File: config.mk
export PLATFORM = sky130hd
export DESIGN_NAME = key_step_control_flat
export DESIGN_NICKNAME = d
export VERILOG_FILES = /design/src/rtl/key_step_control_pkg.sv /design/src/rtl/key_step_control_if.sv /design/src/rtl/key_step_control_debounce.sv /design/src/rtl/key_step_control.sv /design/src/flat_wrapper.sv
export SDC_FILE = /design/constraint.sdc
export NUM_CORES = 1
export LEC_CHECK = 0
export CORE_MARGIN = 1
export CORE_UTILIZATION = 23
export CTS_CLUSTER_DIAMETER = 150
export DETAILED_ROUTE_END_ITERATION = 10
export SKIP_CTS_REPAIR_TIMING = 1
export SLEW_MARGIN = 10
export SYNTH_ARGS = -nofsm -noshare
export SYNTH_HDL_FRONTEND = slang
export SYNTH_SLANG_ARGS = --single-unit
File: constraint.sdc
create_clock -name iCLK -period 10.7 [get_ports iCLK]
set_clock_uncertainty 0.2 [all_clocks]
set_input_delay 2.14 -clock iCLK [delete_from_list [all_inputs] [get_ports iCLK]]
set_output_delay 2.14 -clock iCLK [all_outputs]
set_load 0.05 [all_outputs]
File: src/rtl/key_step_control_pkg.sv
// Shared encodings for the key/switch conditioner: mode codes, FSM states,
// key indices and small decode helpers.
package key_step_control_pkg;

    localparam logic [1:0] MODE_RUN  = 2'b00;
    localparam logic [1:0] MODE_STEP = 2'b01;
    localparam logic [1:0] MODE_DIV  = 2'b10;

    localparam int KEY_RST   = 0;
    localparam int KEY_STEP  = 1;
    localparam int KEY_PAUSE = 2;

    typedef enum logic [1:0] {
        S_RESET = 2'd0,
        S_RUN   = 2'd1,
        S_STEP  = 2'd2,
        S_DIV   = 2'd3
    } state_t;

    // The unused switch code 11 falls back to single-step, the safest mode.
    function automatic logic [1:0] decode_mode(input logic [1:0] sw);
        return (sw == 2'b11) ? MODE_STEP : sw;
    endfunction

    function automatic state_t mode_to_state(input logic [1:0] mode);
        case (mode)
            MODE_RUN: return S_RUN;
            MODE_DIV: return S_DIV;
            default:  return S_STEP;
        endcase
    endfunction

    function automatic logic [1:0] state_to_mode(input state_t st);
        case (st)
            S_RUN:   return MODE_RUN;
            S_DIV:   return MODE_DIV;
            default: return MODE_STEP;
        endcase
    endfunction

    function automatic logic [31:0] div_mask(input logic [4:0] e);
        return (32'd1 << e) - 32'd1;
    endfunction

endpackage

File: src/rtl/key_step_control_if.sv
// Board-side bundle of the conditioner: raw keys/switches in, CPU controls out.
// oStepCount exists only when KEYCTRL_STEP_COUNT_EN is defined.
interface key_step_control_if;
    import key_step_control_pkg::*;

    logic [3:0]  iKEY;
    logic [9:0]  iSW;
    logic        oCPU_RST;
    logic        oCLK_EN;
    logic [1:0]  oMode;
    logic        oPaused;
    logic [3:0]  oKeyDb;
    state_t      dbg_state;
`ifdef KEYCTRL_STEP_COUNT_EN
    logic [31:0] oStepCount;

    modport master (
        output iKEY, iSW,
        input  oCPU_RST, oCLK_EN, oMode, oPaused, oKeyDb, dbg_state, oStepCount
    );
    modport slave (
        input  iKEY, iSW,
        output oCPU_RST, oCLK_EN, oMode, oPaused, oKeyDb, dbg_state, oStepCount
    );
`else
    modport master (
        output iKEY, iSW,
        input  oCPU_RST, oCLK_EN, oMode, oPaused, oKeyDb, dbg_state
    );
    modport slave (
        input  iKEY, iSW,
        output oCPU_RST, oCLK_EN, oMode, oPaused, oKeyDb, dbg_state
    );
`endif
endinterface

File: src/rtl/key_step_control_debounce.sv
// Single-key conditioner: 2-flop synchronizer, stability counter, debounced
// level and a one-cycle pulse on each debounced press (1 -> 0).
module key_debounce #(
    parameter int DEBOUNCE_CYCLES = 50000,
    parameter int CNT_W           = 17
) (
    input  logic iCLK,
    input  logic iRST,
    input  logic iRaw,
    output logic oLevel,
    output logic oPress
);

    localparam logic [CNT_W-1:0] LAST = CNT_W'(DEBOUNCE_CYCLES - 1);

    logic             r_meta;
    logic             r_sync;
    logic             r_stable;
    logic             r_press;
    logic [CNT_W-1:0] r_cnt;
    logic             w_flip;

    assign w_flip = (r_sync != r_stable) && (r_cnt == LAST);

    always_ff @(posedge iCLK) begin
        if (iRST) begin
            r_meta   <= 1'b1;
            r_sync   <= 1'b1;
            r_stable <= 1'b1;
            r_press  <= 1'b0;
            r_cnt    <= '0;
        end else begin
            r_meta  <= iRaw;
            r_sync  <= r_meta;
            // Pulse only on the high-to-low flip; releases are silent.
            r_press <= w_flip && r_stable;
            if (r_sync == r_stable) begin
                r_cnt <= '0;
            end else if (w_flip) begin
                r_stable <= ~r_stable;
                r_cnt    <= '0;
            end else begin
                r_cnt <= r_cnt + 1'b1;
            end
        end
    end

    assign oLevel = r_stable;
    assign oPress = r_press;

endmodule

File: src/rtl/key_step_control.sv
// Turns debounced board keys and switches into a stretched CPU reset and a
// one-cycle CPU clock-enable. Define KEYCTRL_STEP_COUNT_EN to add oStepCount.
module key_step_control
    import key_step_control_pkg::*;
#(
    parameter int DEBOUNCE_CYCLES = 50000,
    parameter int RESET_STRETCH   = 8,
    parameter int CNT_W           = 17
) (
    input  logic iCLK,
    input  logic iRST,
    key_step_control_if.slave bus
);

    localparam int STRETCH_W = (RESET_STRETCH < 1) ? 1 : $clog2(RESET_STRETCH + 1);
    localparam logic [STRETCH_W-1:0] STRETCH_LOAD = STRETCH_W'(RESET_STRETCH);

    logic [3:0] w_key_db;
    logic [3:0] w_press;

    for (genvar gi = 0; gi < 4; gi++) begin : g_key
        key_debounce #(
            .DEBOUNCE_CYCLES(DEBOUNCE_CYCLES),
            .CNT_W          (CNT_W)
        ) u_db (
            .iCLK  (iCLK),
            .iRST  (iRST),
            .iRaw  (bus.iKEY[gi]),
            .oLevel(w_key_db[gi]),
            .oPress(w_press[gi])
        );
    end

    logic [9:0] r_sw_meta;
    logic [9:0] r_sw_sync;

    always_ff @(posedge iCLK) begin
        if (iRST) begin
            r_sw_meta <= '0;
            r_sw_sync <= '0;
        end else begin
            r_sw_meta <= bus.iSW;
            r_sw_sync <= r_sw_meta;
        end
    end

    logic [1:0] w_mode_req;
    logic [4:0] w_exp;
    logic       w_unused_bits;

    assign w_mode_req    = decode_mode(r_sw_sync[1:0]);
    assign w_exp         = r_sw_sync[6:2];
    assign w_unused_bits = ^{w_press[3], r_sw_sync[9:7]};

    state_t                r_state;
    logic [STRETCH_W-1:0]  r_stretch;
    logic [31:0]           r_div;
    logic                  r_paused;
    logic                  r_clk_en;
    logic                  r_cpu_rst;
    logic [1:0]            r_mode;
    logic [4:0]            r_exp_prev;

    state_t                w_state_nxt;
    logic [STRETCH_W-1:0]  w_stretch_nxt;
    logic [31:0]           w_div_nxt;
    logic                  w_paused_nxt;
    logic                  w_clk_en_nxt;
    logic [1:0]            w_mode_nxt;
    logic                  w_exp_changed;

    assign w_exp_changed = (w_exp != r_exp_prev);

    always_ff @(posedge iCLK) begin
        if (iRST) begin
            r_state    <= S_RESET;
            r_stretch  <= STRETCH_LOAD;
            r_div      <= '0;
            r_paused   <= 1'b0;
            r_clk_en   <= 1'b0;
            r_cpu_rst  <= 1'b1;
            r_mode     <= MODE_RUN;
            r_exp_prev <= '0;
        end else begin
            r_state    <= w_state_nxt;
            r_stretch  <= w_stretch_nxt;
            r_div      <= w_div_nxt;
            r_paused   <= w_paused_nxt;
            r_clk_en   <= w_clk_en_nxt;
            r_cpu_rst  <= (w_state_nxt == S_RESET);
            r_mode     <= w_mode_nxt;
            r_exp_prev <= w_exp;
        end
    end

    always_comb begin
        w_state_nxt   = r_state;
        w_stretch_nxt = r_stretch;
        w_div_nxt     = r_div;
        w_paused_nxt  = r_paused;
        w_clk_en_nxt  = 1'b0;
        w_mode_nxt    = r_mode;

        // A reset-key press overrides every other event in the same cycle.
        if (w_press[KEY_RST]) begin
            w_state_nxt   = S_RESET;
            w_stretch_nxt = STRETCH_LOAD;
            w_div_nxt     = '0;
        end else begin
            case (r_state)
                S_RESET: begin
                    if (!w_key_db[KEY_RST]) begin
                        w_stretch_nxt = STRETCH_LOAD;
                    end else if (r_stretch != '0) begin
                        w_stretch_nxt = r_stretch - 1'b1;
                    end else begin
                        w_state_nxt = mode_to_state(w_mode_req);
                    end
                end
                default: begin
                    w_state_nxt = mode_to_state(w_mode_req);
                    if (w_press[KEY_PAUSE] && (r_state != S_STEP)) begin
                        w_paused_nxt = !r_paused;
                    end
                end
            endcase

            if ((w_state_nxt != r_state) || w_exp_changed || (r_state == S_RESET)) begin
                w_div_nxt = '0;
            end else if ((r_state == S_DIV) && !w_paused_nxt) begin
                if (r_div == div_mask(w_exp)) begin
                    w_div_nxt    = '0;
                    w_clk_en_nxt = 1'b1;
                end else begin
                    w_div_nxt = r_div + 32'd1;
                end
            end

            // Step presses count only when already settled in STEP.
            case (w_state_nxt)
                S_RUN:   w_clk_en_nxt = !w_paused_nxt;
                S_STEP:  w_clk_en_nxt = (r_state == S_STEP) && w_press[KEY_STEP];
                default: ;
            endcase
        end

        if (w_state_nxt != S_RESET) begin
            w_mode_nxt = state_to_mode(w_state_nxt);
        end
    end

`ifdef KEYCTRL_STEP_COUNT_EN
    logic [31:0] r_step_cnt;

    always_ff @(posedge iCLK) begin
        if (iRST || r_cpu_rst) begin
            r_step_cnt <= '0;
        end else if (r_clk_en) begin
            r_step_cnt <= r_step_cnt + 32'd1;
        end
    end

    assign bus.oStepCount = r_step_cnt;
`endif

    assign bus.oCPU_RST  = r_cpu_rst;
    assign bus.oCLK_EN   = r_clk_en;
    assign bus.oMode     = r_mode;
    assign bus.oPaused   = r_paused;
    assign bus.oKeyDb    = w_key_db;
    assign bus.dbg_state = r_state;

endmodule

File: src/flat_wrapper.sv
// flat-port wrapper written by rule: the top's interface ports become plain ports
module key_step_control_flat import key_step_control_pkg::*;
#(
    parameter int DEBOUNCE_CYCLES = 50000,
    parameter int RESET_STRETCH   = 8,
    parameter int CNT_W           = 17
)
  (iCLK, iRST, bus_iKEY, bus_iSW, bus_oCPU_RST, bus_oCLK_EN, bus_oMode, bus_oPaused, bus_oKeyDb, bus_dbg_state);
  key_step_control_if bus_i ();
  input  logic iCLK;
  input  logic iRST;
  input wire logic [$bits(bus_i.iKEY)-1:0] bus_iKEY;
  input wire logic [$bits(bus_i.iSW)-1:0] bus_iSW;
  output wire logic [$bits(bus_i.oCPU_RST)-1:0] bus_oCPU_RST;
  output wire logic [$bits(bus_i.oCLK_EN)-1:0] bus_oCLK_EN;
  output wire logic [$bits(bus_i.oMode)-1:0] bus_oMode;
  output wire logic [$bits(bus_i.oPaused)-1:0] bus_oPaused;
  output wire logic [$bits(bus_i.oKeyDb)-1:0] bus_oKeyDb;
  output wire logic [$bits(bus_i.dbg_state)-1:0] bus_dbg_state;
  assign bus_i.iKEY = bus_iKEY;
  assign bus_i.iSW = bus_iSW;
  assign bus_oCPU_RST = bus_i.oCPU_RST;
  assign bus_oCLK_EN = bus_i.oCLK_EN;
  assign bus_oMode = bus_i.oMode;
  assign bus_oPaused = bus_i.oPaused;
  assign bus_oKeyDb = bus_i.oKeyDb;
  assign bus_dbg_state = bus_i.dbg_state;
  key_step_control #(.DEBOUNCE_CYCLES(DEBOUNCE_CYCLES), .RESET_STRETCH(RESET_STRETCH), .CNT_W(CNT_W)) u_core (.iCLK(iCLK), .iRST(iRST), .bus(bus_i));
endmodule
# Word level (Yosys, flattened, before mapping)
# Cells that the tools add are included.
# totals
register_bits	145
word_cells	118
# op_classes
shifts	1
bitwise_logic	8
n_mux	18
n_eq_ne	25
addsub	7
n_reduce_logical	30
# op_table
op	n
$add A17 B1 Y17 const B	4
$eq A17 B16 Y1 const B	4
$add A32 B1 Y32 const B	1
$eq A32 B32 Y1	1
$mux W32	1
$shl A1 B5 Y32 const A	1
$sub A32 B1 Y32 const B	1
$reduce_or A3 Y1	5
$eq A2 B2 Y1 const B	6
$mux W2	6
$logic_and A1 B1 Y1	10
$reduce_and A2 Y1	5
$mux W4	2
$not A1 Y1	8
$pmux W2 S2	2
$logic_not A2 Y1	3
$mux W1	6
$ne A5 B5 Y1	1
$eq A1 B1 Y1	4
$eq A2 B1 Y1 const B	2
$ne A1 B1 Y1	4
$reduce_bool A4 Y1	1
$sub A4 B1 Y4 const B	1
$logic_not A1 Y1	2
other kinds (7)	8

# Depth between registers and ports, before layout
# Gate-level depths: netlist (run 1).
# logic_depth
word_depth	13
ltp_mapped	16

# Cells and area by module
# A second synthesis (run 1) with hierarchy kept.
# hier_totals
cells_unflattened	874
area_unflattened_um2	7627.3
# by_module_without_submodules
module	cells_per_inst	instances	area_each_um2	seq_area_each_um2
key_step_control	482	1	4078.9	1241.2
key_debounce	98	4	887.1	420.4

# Worst setup path before layout (run 1)
# OpenSTA, ideal clock, no wires.
# synth_timing
path_type	input port to flip-flop
from	input port iRST
to	register u_core.r_div[10]
setup_time_ns	0.076
arrival_ns	3.242
setup_slack_ns	7.182
n_path_buf	1
path_stages	6
cell_sequence	nor2_1 o221ai_1 nor4_1 nand3_1 clkbuf_1 nor3_2
# synth_between
elab_chain_len	1
# synth_rtl
item	line_no	text
start: declaration	flat_wrapper.sv:11	input logic iRST;
$reduce_or A3 Y1 (no line)	--	
end signal: assignment	key_step_control.sv:87	r_div <= w_div_nxt;
end: declaration	key_step_control.sv:57	logic [31:0] r_div;
# No other way between the ends.
# A chain may end at the register's enable or synchronous reset.

# Final worst setup path (run 1)
# layout_timing
from	input port iRST
to	register u_core.r_div[0]
# The elaborated chain is that of the path after synthesis.

==> impl_metrics.tcl, run 1 <==
set metrics [dict create \
    fin_nets 857 \
    yosysWarnings 0 \
    p_sw_uw 308 \
    drt_first_pass_iters 5 \
    end_kind "flop" \
    synth_area_leaders "dfxtp_1, xor2_1, xnor2_1" \
    antenna_left 0 \
    synth.most_common_cell "dfxtp_1" \
    rows 64 \
    die_h_um 180 \
    area_delta_synth_final_pct 15.0 \
    crit_path_start_kind "input port" \
    powerDensity_mw_per_mm2 153 \
    yosysSeqAreaShare 0.400 \
    slew_headroom 0.328 \
    total_leakage_power_nw 2.73 \
    fin_crit_ps 4650 \
    maxSlewViolCount 0 \
    yosys.area.top_type_share 0.400 \
    synth.distinct_cells 67 \
    cts_tree "done" \
    port_buffers 23 \
    core_sq_mm 0.0308 \
    vias 5560 \
    status "finished clean" \
    cts_htree_levels 4 \
    die_w_um 180 \
    clkLatencyLatePin_ps 420 \
    max_freq_mhz 215 \
    finalHoldViolCount 0 \
    critPathMostFrequentCell "nor2_1" \
    worstMarginPinSlew_ps 1010 \
    finalSetupViolCount 0 \
    pwr-share-comb 0.098 \
    ioPinCount 27 \
    switching_share 0.242 \
    synth_edf_count 0 \
    power_frac_clock 0.460 \
    antenna_found_initial 0 \
    cap_violations 0 \
    path_max_fanout 33 \
    cts_num_sinks 145 \
    crit_path_max_incr_delay_ps 820 \
    antenna_cells 0 \
    placedCellCount 1209 \
    hp-class "flop to flop" \
    grt_pass1_vias 5270 \
    clockBufferDepth 2 \
    clk_pin_slew_ps 60 \
    fin_tns_setup_ps 0 \
    path_class "input port to flop" \
    seq_power_share 0.443 \
    numCtsBuffers 17 \
    internal_power_uw 966 \
    ys_top_cells_by_count "dfxtp_1, nor2_1, xor2_1, nand2_1, nand3_1" \
    grt_overflow 0 \
    arrival_ps 4760 \
    hpwl_um 9910 \
    drc_errors 0 \
    root_buffer "clkbuf_16" \
    drive_gt1_frac 0.0960 \
    synthesis.nets 859 \
    initial_core_util 0.235 \
    syn-instance-count 834 \
    vdd_ir_drop_max_mv 0.0962 \
    vias_per_cell 4.48 \
    period_share 0.435 \
    rsz0062_at_grt "no" \
    drtIter0Drc 313 \
    netlist_area_sq_mm 0.00725 \
    grt_use_total 0.0938 \
    wirelength_um 14700 \
    final_cells 1240 \
    yosys_register_bits 145 \
    crit_buf_inv 2 \
    cp_slowest_cell "nand3_2" \
    synth_largest_area_cell "dfxtp_1" \
    avgSynthCellArea_sq_um 8.69 \
    die-area_sq_mm 0.0322 \
    cp_data_required_time_ps 10810 \
    wl_per_cell_um 11.9 \
    synthFlopType "dfxtp_1" \
    gp_congestion 0.787 \
    grt_max_degree 43 \
    fill_cells 3249 \
    grt_pass1_wl_um 25400 \
    synthArstFlopShare 0 \
    cp_cell_sequence "clkdlybuf4s50_1, nor2_1, o221ai_1, nor4_1, nand3_2, nor2_1, inv_1, o32ai_1" \
    cp_top_family "simple AND/OR/NAND/NOR gates" \
]
==> per-layer routing <==
metal | track usage | part of all wire | up-vias
met5 | 0 | 0 | -
met4 | 0.0307 | 0.012 | 0
met3 | 0.0188 | 0.035 | 13
met2 | 0.154 | 0.46 | 85
met1 | 0.122 | 0.49 | 2599
li1 | - | - | 2863
==> through the flow <==
| step | total power [mW] | setup WS [ps] | instance area (sq um) | hold WS, ps | util |
|---|---|---|---|---|---|
| after floorplan | 0.669 | 7180 | 7250 | 189 | - |
| final | 1.27 | 6050 | 8340 | 206 | 0.270 |
| after global placement | 0.699 | 5620 | 7760 | 194 | 0.252 |
| after CTS | 1.29 | 6060 | 8340 | 208 | 0.270 |
| after global routing | 1.33 | 5820 | 8340 | 214 | 0.270 |
| after detailed placement | 0.701 | 5640 | 7760 | 194 | 0.252 |
==> layout make-up <==
cell class,count,area [sq um],area share
flip-flops and latches,145,2900,0.348
clock inverters,8,103,0.0123
clock buffers,23,478,0.0573
well taps,396,495,0.0594
repair buffers,30,283,0.0339
inverters,15,56.3,0.00675
multi-input cells,623,4020,0.482
==> power groups by stage <==
stage                     clock, mW  combinational [mW]  sequential, mW
after detailed placement          0               0.125           0.576
after global routing          0.623               0.139           0.566
after CTS                     0.599               0.126           0.564
after floorplan                   0              0.0868           0.582
after global placement            0               0.123           0.576
final                         0.586               0.125           0.564
==> cell families after synthesis <==
group,share of synthesized area
adders and majority gates,0.0155
AOI/OAI and AO/OA,0.0787
xor gates and xnor gates,0.149
buffers and inverters,0.0457
DFF,0.400
and+or+nand+nor,0.311
==> worst paths after layout <==
kind                               start  cells past startpoint                     endpoint  slack, ps
max reg2reg          u_core.r_sw_sync[6]                     13             u_core.r_div[29]       6370
min reg2reg  u_core.g_key[3].u_db.r_meta                      1  u_core.g_key[3].u_db.r_sync        210
min          u_core.g_key[3].u_db.r_meta                      1  u_core.g_key[3].u_db.r_sync        210
max                                 iRST                      8              u_core.r_div[0]       6050
==> worst register-to-register path, delay by kind of cell, from the launching register on <==
family	cells	cell delay, ps
AND/OR/NAND/NOR	5	1990
XOR/XNOR	1	130
AO/OA/AOI/OAI	4	890
flip-flops	1	300
buffers and inverters	2	480
adder cells (fa/ha/maj)	1	200
==> state kept, by name (all words and copies together) (netlist names) <==
register,count
u_core.r_sw_sync,7
u_core.r_sw_meta,7
u_core.bus.oPaused,1
u_core.bus.oCLK_EN,1
u_core.bus.oMode,2
u_core.g_key.u_db.r_sync,4
u_core.bus.oCPU_RST,1
u_core.g_key.u_db.r_meta,4
u_core.r_exp_prev,5
u_core.r_div,32
u_core.bus.dbg_state,2
u_core.r_stretch,4
u_core.g_key.u_db.oLevel,4
u_core.g_key.u_db.oPress,3
u_core.g_key.u_db.r_cnt,68
==> cell usage in the layout (no fill, tap or decap), types with 23 or more instances in the layout <==
master / n
nor3_2: 30
nand3_1: 50
xnor2_1: 50
nor2_1: 108
dfxtp_1: 145
xor2_1: 73
and3_1: 27
nor2b_1: 25
nand2_1: 53
clkdlybuf4s50_1: 23
No activity file was read; power rests on OpenSTA's default activity.
==> run 2, diff against run 1 <==
- clock period: 10.7 -> 3.85 ns (I/O delays scaled with it)
==> impl_metrics.tcl, run 2 (same netlist as run 1, synthesis figures left out) <==
set metrics [dict create \
    status "finished clean" \
    hold_path_depth 1 \
    path_class "flop to flop" \
    antenna_found_initial 0 \
    grt_pass1_wl_um 25500 \
    finalHoldViolCount 0 \
    fill_cells 3271 \
    cts_num_sinks 145 \
    multiInputGateArea_sq_mm 0.00402 \
    wirelength_um 14800 \
    vdd_ir_drop_max_mv 0.284 \
    fin_crit_ps 3440 \
    drc_errors 0 \
    r2r_end "u_core.r_div[9]" \
    min_to "u_core.g_key[2].u_db.r_sync" \
    fin_total_pwr_mw 3.71 \
    final_common_cell "dfxtp_1" \
    rr_startpoint "u_core.r_sw_sync[3]" \
    initial_core_util 0.235 \
    period_share 0.893 \
    vias 5622 \
    hp-class "flop to flop" \
    drt_first_pass_iters 5 \
    die_h_um 180 \
    grt_use_total 0.0938 \
    r2r_slack_ps 410 \
    drive_gt1_frac 0.112 \
    ioPinCount 27 \
    core_sq_mm 0.0308 \
    p_sw_uw 878 \
    maxSlewViolCount 0 \
    rows 64 \
    cp_data_required_time_ps 3940 \
    max_freq_mhz 291 \
    ff2ff_path_depth 13 \
    die_w_um 180 \
    rsz0062_at_grt "no" \
    die-area_sq_mm 0.0322 \
    powerDensity_mw_per_mm2 438 \
    seq_power_share 0.423 \
    cts_tree "done" \
    drtIter0Drc 390 \
    largest_register_ffs 68 \
    antenna_left 0 \
    finalSetupViolCount 0 \
    gp_congestion 0.832 \
    end_kind "flop" \
    fin_nets 867 \
    arrival_ps 3520 \
    clockBufferDepth 2 \
    cap_violations 0 \
    area_delta_synth_final_pct 16.9 \
    regMostFlops "u_core.g_key.u_db.r_cnt" \
    clkLatencyLatePin_ps 420 \
    root_buffer "clkbuf_16" \
    seqCellArea_sq_mm 0.00290 \
    fin_tns_setup_ps 0 \
    worstMarginPinSlew_ps 842 \
    final_cell_mix "dfxtp_1, nor2_1, xor2_1" \
    total_leakage_power_nw 2.82 \
    wl_per_cell_um 11.8 \
    grt_overflow 0 \
    reg.largest.list "u_core.g_key.u_db.r_cnt: 68 flops, u_core.r_div: 32 flops" \
    grt_max_degree 43 \
    holdCritStartpoint "u_core.g_key[2].u_db.r_meta" \
    path_max_fanout 18 \
    vias_per_cell 4.49 \
    grt_pass1_vias 5238 \
    switching_share 0.236 \
    port_buffers 23 \
    numCtsBuffers 17 \
    cts_htree_levels 4 \
    clk_pin_slew_ps 60 \
    slew_headroom 0.434 \
    crit_path_start_kind "flop" \
    hpwl_um 10200 \
    pwr-share-comb 0.095 \
    internal_power_mw 2.84 \
    power_frac_clock 0.482 \
    antenna_cells 0 \
]
==> run 2: cell types whose count changed in the layout (fill, tap and decap cells not counted), moves of 3 or more <==
cell / previous run / this run
buf_4: 7 / 17
clkbuf_1: 3 / 0
clkinv_2: 2 / 6
bufinv_16: 2 / 5
clkbuf_8: 3 / 0
==> run 2: worst max path at each step <==
stage,start,endpoint,slack [ps],cells past startpoint
after CTS,u_core.r_sw_sync[3],u_core.r_div[9],260,13
after detailed placement,u_core.r_sw_sync[3],u_core.r_div[9],290,13
after global routing,u_core.r_sw_sync[3],u_core.r_div[16],70,13
after global placement,u_core.r_sw_sync[3],u_core.r_div[8],340,13
after floorplan,u_core.r_sw_sync[6],u_core.r_div[10],450,13
final,u_core.r_sw_sync[3],u_core.r_div[9],410,13
==> run 2: layer usage <==
layer	global-route usage	up-vias	routed length [um]
met3	0.0158	16	378
met1	0.129	2630	7540
met2	0.149	89	6690
met4	0.0303	0	161
met5	0	-	0
li1	-	2887	-
==> run 2: stage by stage <==
stage / instances / util / hold WS (ps) / setup slack [ps] / instance area, sq um
after floorplan: 834 / - / 189 / 451 / 7250
after global placement: 1219 / 0.254 / 191 / 338 / 7830
after detailed placement: 1219 / 0.254 / 195 / 288 / 7830
after CTS: 1251 / 0.275 / 210 / 261 / 8470
after global routing: 1251 / 0.275 / 222 / 66.8 / 8480
final: 1251 / 0.275 / 207 / 412 / 8480
==> run 2: area by class of cell <==
type | count | share of cell area
Inverter | 15 | 0.00664
Clock buffer | 17 | 0.0502
Tap cell | 396 | 0.0585
Clock inverter | 15 | 0.0252
Timing Repair Buffer | 40 | 0.0422
Multi-Input combinational cell | 623 | 0.475
Sequential cell | 145 | 0.342
==> run 2: critical path: stages, from the launching register on <==
cell and delay [ps]:
dfxtp_1 410, nor3_1 290, nand2_1 130, ha_2 300, buf_4 200, nor3_1 130
o211ai_1 110, a21boi_0 220, o22ai_1 120, a211o_1 250, nor4_2 320, and3_4 220
buf_4 300, nor3_2 90
==> run 2: power by group through the flow <==
| stage | Combinational, mW | Clock, mW | Sequential [mW] |
|---|---|---|---|
| after floorplan | 0.241 | 0 | 1.62 |
| after global placement | 0.349 | 0 | 1.60 |
| after detailed placement | 0.352 | 0 | 1.60 |
| after CTS | 0.354 | 1.84 | 1.57 |
| after global routing | 0.392 | 1.89 | 1.58 |
| final | 0.354 | 1.79 | 1.57 |
==> run 3, diff against run 2 <==
- MAX_ROUTING_LAYER: default -> met4
==> impl_metrics.tcl, run 3 (same netlist as run 1, synthesis figures left out) <==
set metrics [dict create \
    cts_num_sinks 145 \
    slew_headroom 0.431 \
    grt_max_degree 43 \
    fin_util 0.275 \
    core_sq_mm 0.0308 \
    status "finished clean" \
    hp-class "flop to flop" \
    fin_total_pwr_mw 3.72 \
    grt_pass1_wl_um 25500 \
    path_class "flop to flop" \
    drc_errors 0 \
    clockBufferDepth 2 \
    vias 5616 \
    max_freq_mhz 289 \
    wl_met1_um 7610 \
    fin_crit_ps 3460 \
    worstMarginPinSlew_ps 846 \
    fill_cells 3271 \
    cts_htree_levels 4 \
    die-area_sq_mm 0.0322 \
    period_share 0.899 \
    die_w_um 180 \
    port_buffers 23 \
    root_buffer "clkbuf_16" \
    hpwl_um 10200 \
    grt_overflow 0 \
    seqCellArea_sq_mm 0.00290 \
    ioPinCount 27 \
    grt_use_total 0.0967 \
    largest_register_ffs 68 \
    path_max_fanout 18 \
    fin_tns_setup_ps 0 \
    finalHoldViolCount 0 \
    antenna_cells 0 \
    cts_tree "done" \
    wl_met3_um 364 \
    rsz0062_at_grt "no" \
    total_leakage_power_nw 2.82 \
    grt_pass1_vias 5239 \
    cp_data_required_time_ps 3940 \
    antenna_left 0 \
    final_common_cell "dfxtp_1" \
    drt_first_pass_iters 5 \
    wl_per_cell_um 11.8 \
    powerDensity_mw_per_mm2 438 \
    crit_path_start_kind "flop" \
    multiInputGateArea_sq_mm 0.00402 \
    initial_core_util 0.235 \
    end_kind "flop" \
    gp_congestion 0.849 \
    regMostFlops "u_core.g_key.u_db.r_cnt" \
    drtIter0Drc 359 \
    arrival_ps 3550 \
    cap_violations 0 \
    vdd_ir_drop_max_mv 0.284 \
    maxSlewViolCount 0 \
    clk_pin_slew_ps 60 \
    area_delta_synth_final_pct 16.9 \
    antenna_found_initial 0 \
    final_cell_mix "dfxtp_1, nor2_1, xor2_1" \
    wirelength_um 14800 \
    routed.top_layer "met4" \
    vias_per_cell 4.49 \
    dr_wl_met2_um 6710 \
    finalSetupViolCount 0 \
    fin_nets 867 \
    drive_gt1_frac 0.112 \
    die_h_um 180 \
    clkLatencyLatePin_ps 420 \
    rows 64 \
    reg.largest.list "u_core.g_key.u_db.r_cnt: 68 flops, u_core.r_div: 32 flops" \
    numCtsBuffers 17 \
]
[run 3: layout make-up]
cell class / count / area share
inverter: 15 / 0.00664
clock inverter: 15 / 0.0252
tap: 396 / 0.0585
timing repair buffer: 40 / 0.0422
clock buffer: 17 / 0.0502
sequential: 145 / 0.342
multi-input combinational: 623 / 0.475
[run 3: metrics by stage]
step	setup slack (ps)	cells	area (sq um)	hold WS (ps)
finish	389	1251	8480	207
detailed placement	288	1219	7830	195
CTS	261	1251	8470	210
global route	66.8	1251	8480	222
floorplan	451	834	7250	189
global placement	338	1219	7830	191
[run 3: worst max-delay path, cell delays in order, from the launching register on]
cell	delay, ps
dfxtp_1	410
nor3_1	300
nand2_1	130
ha_2	300
buf_4	200
nor3_1	130
o211ai_1	110
a21boi_0	230
o22ai_1	130
a211o_1	250
nor4_2	320
and3_4	220
buf_4	300
nor3_2	90
[run 3: power by group]
| group | internal, mW | total [mW] | switching, mW |
|---|---|---|---|
| clock network | 1.15 | 1.79 | 0.642 |
| registers | 1.54 | 1.57 | 0.0322 |
| logic | 0.151 | 0.354 | 0.203 |
[run 3: path summary, 6_finish.rpt]
| kind | from | to | slack (ps) | cells after the start |
|---|---|---|---|---|
| setup / recovery | u_core.r_sw_sync[3] | u_core.r_div[9] | 390 | 13 |
| setup reg to reg | u_core.r_sw_sync[3] | u_core.r_div[9] | 390 | 13 |
| hold / removal | u_core.g_key[2].u_db.r_meta | u_core.g_key[2].u_db.r_sync | 210 | 1 |
| hold reg to reg | u_core.g_key[2].u_db.r_meta | u_core.g_key[2].u_db.r_sync | 210 | 1 |
[run 3: routing by layer]
metal / global-route usage / vias up
met3: 0.0158 / 13
met5: - / -
met2: 0.149 / 86
met4: 0.0303 / 0
met1: 0.129 / 2634
li1: - / 2883
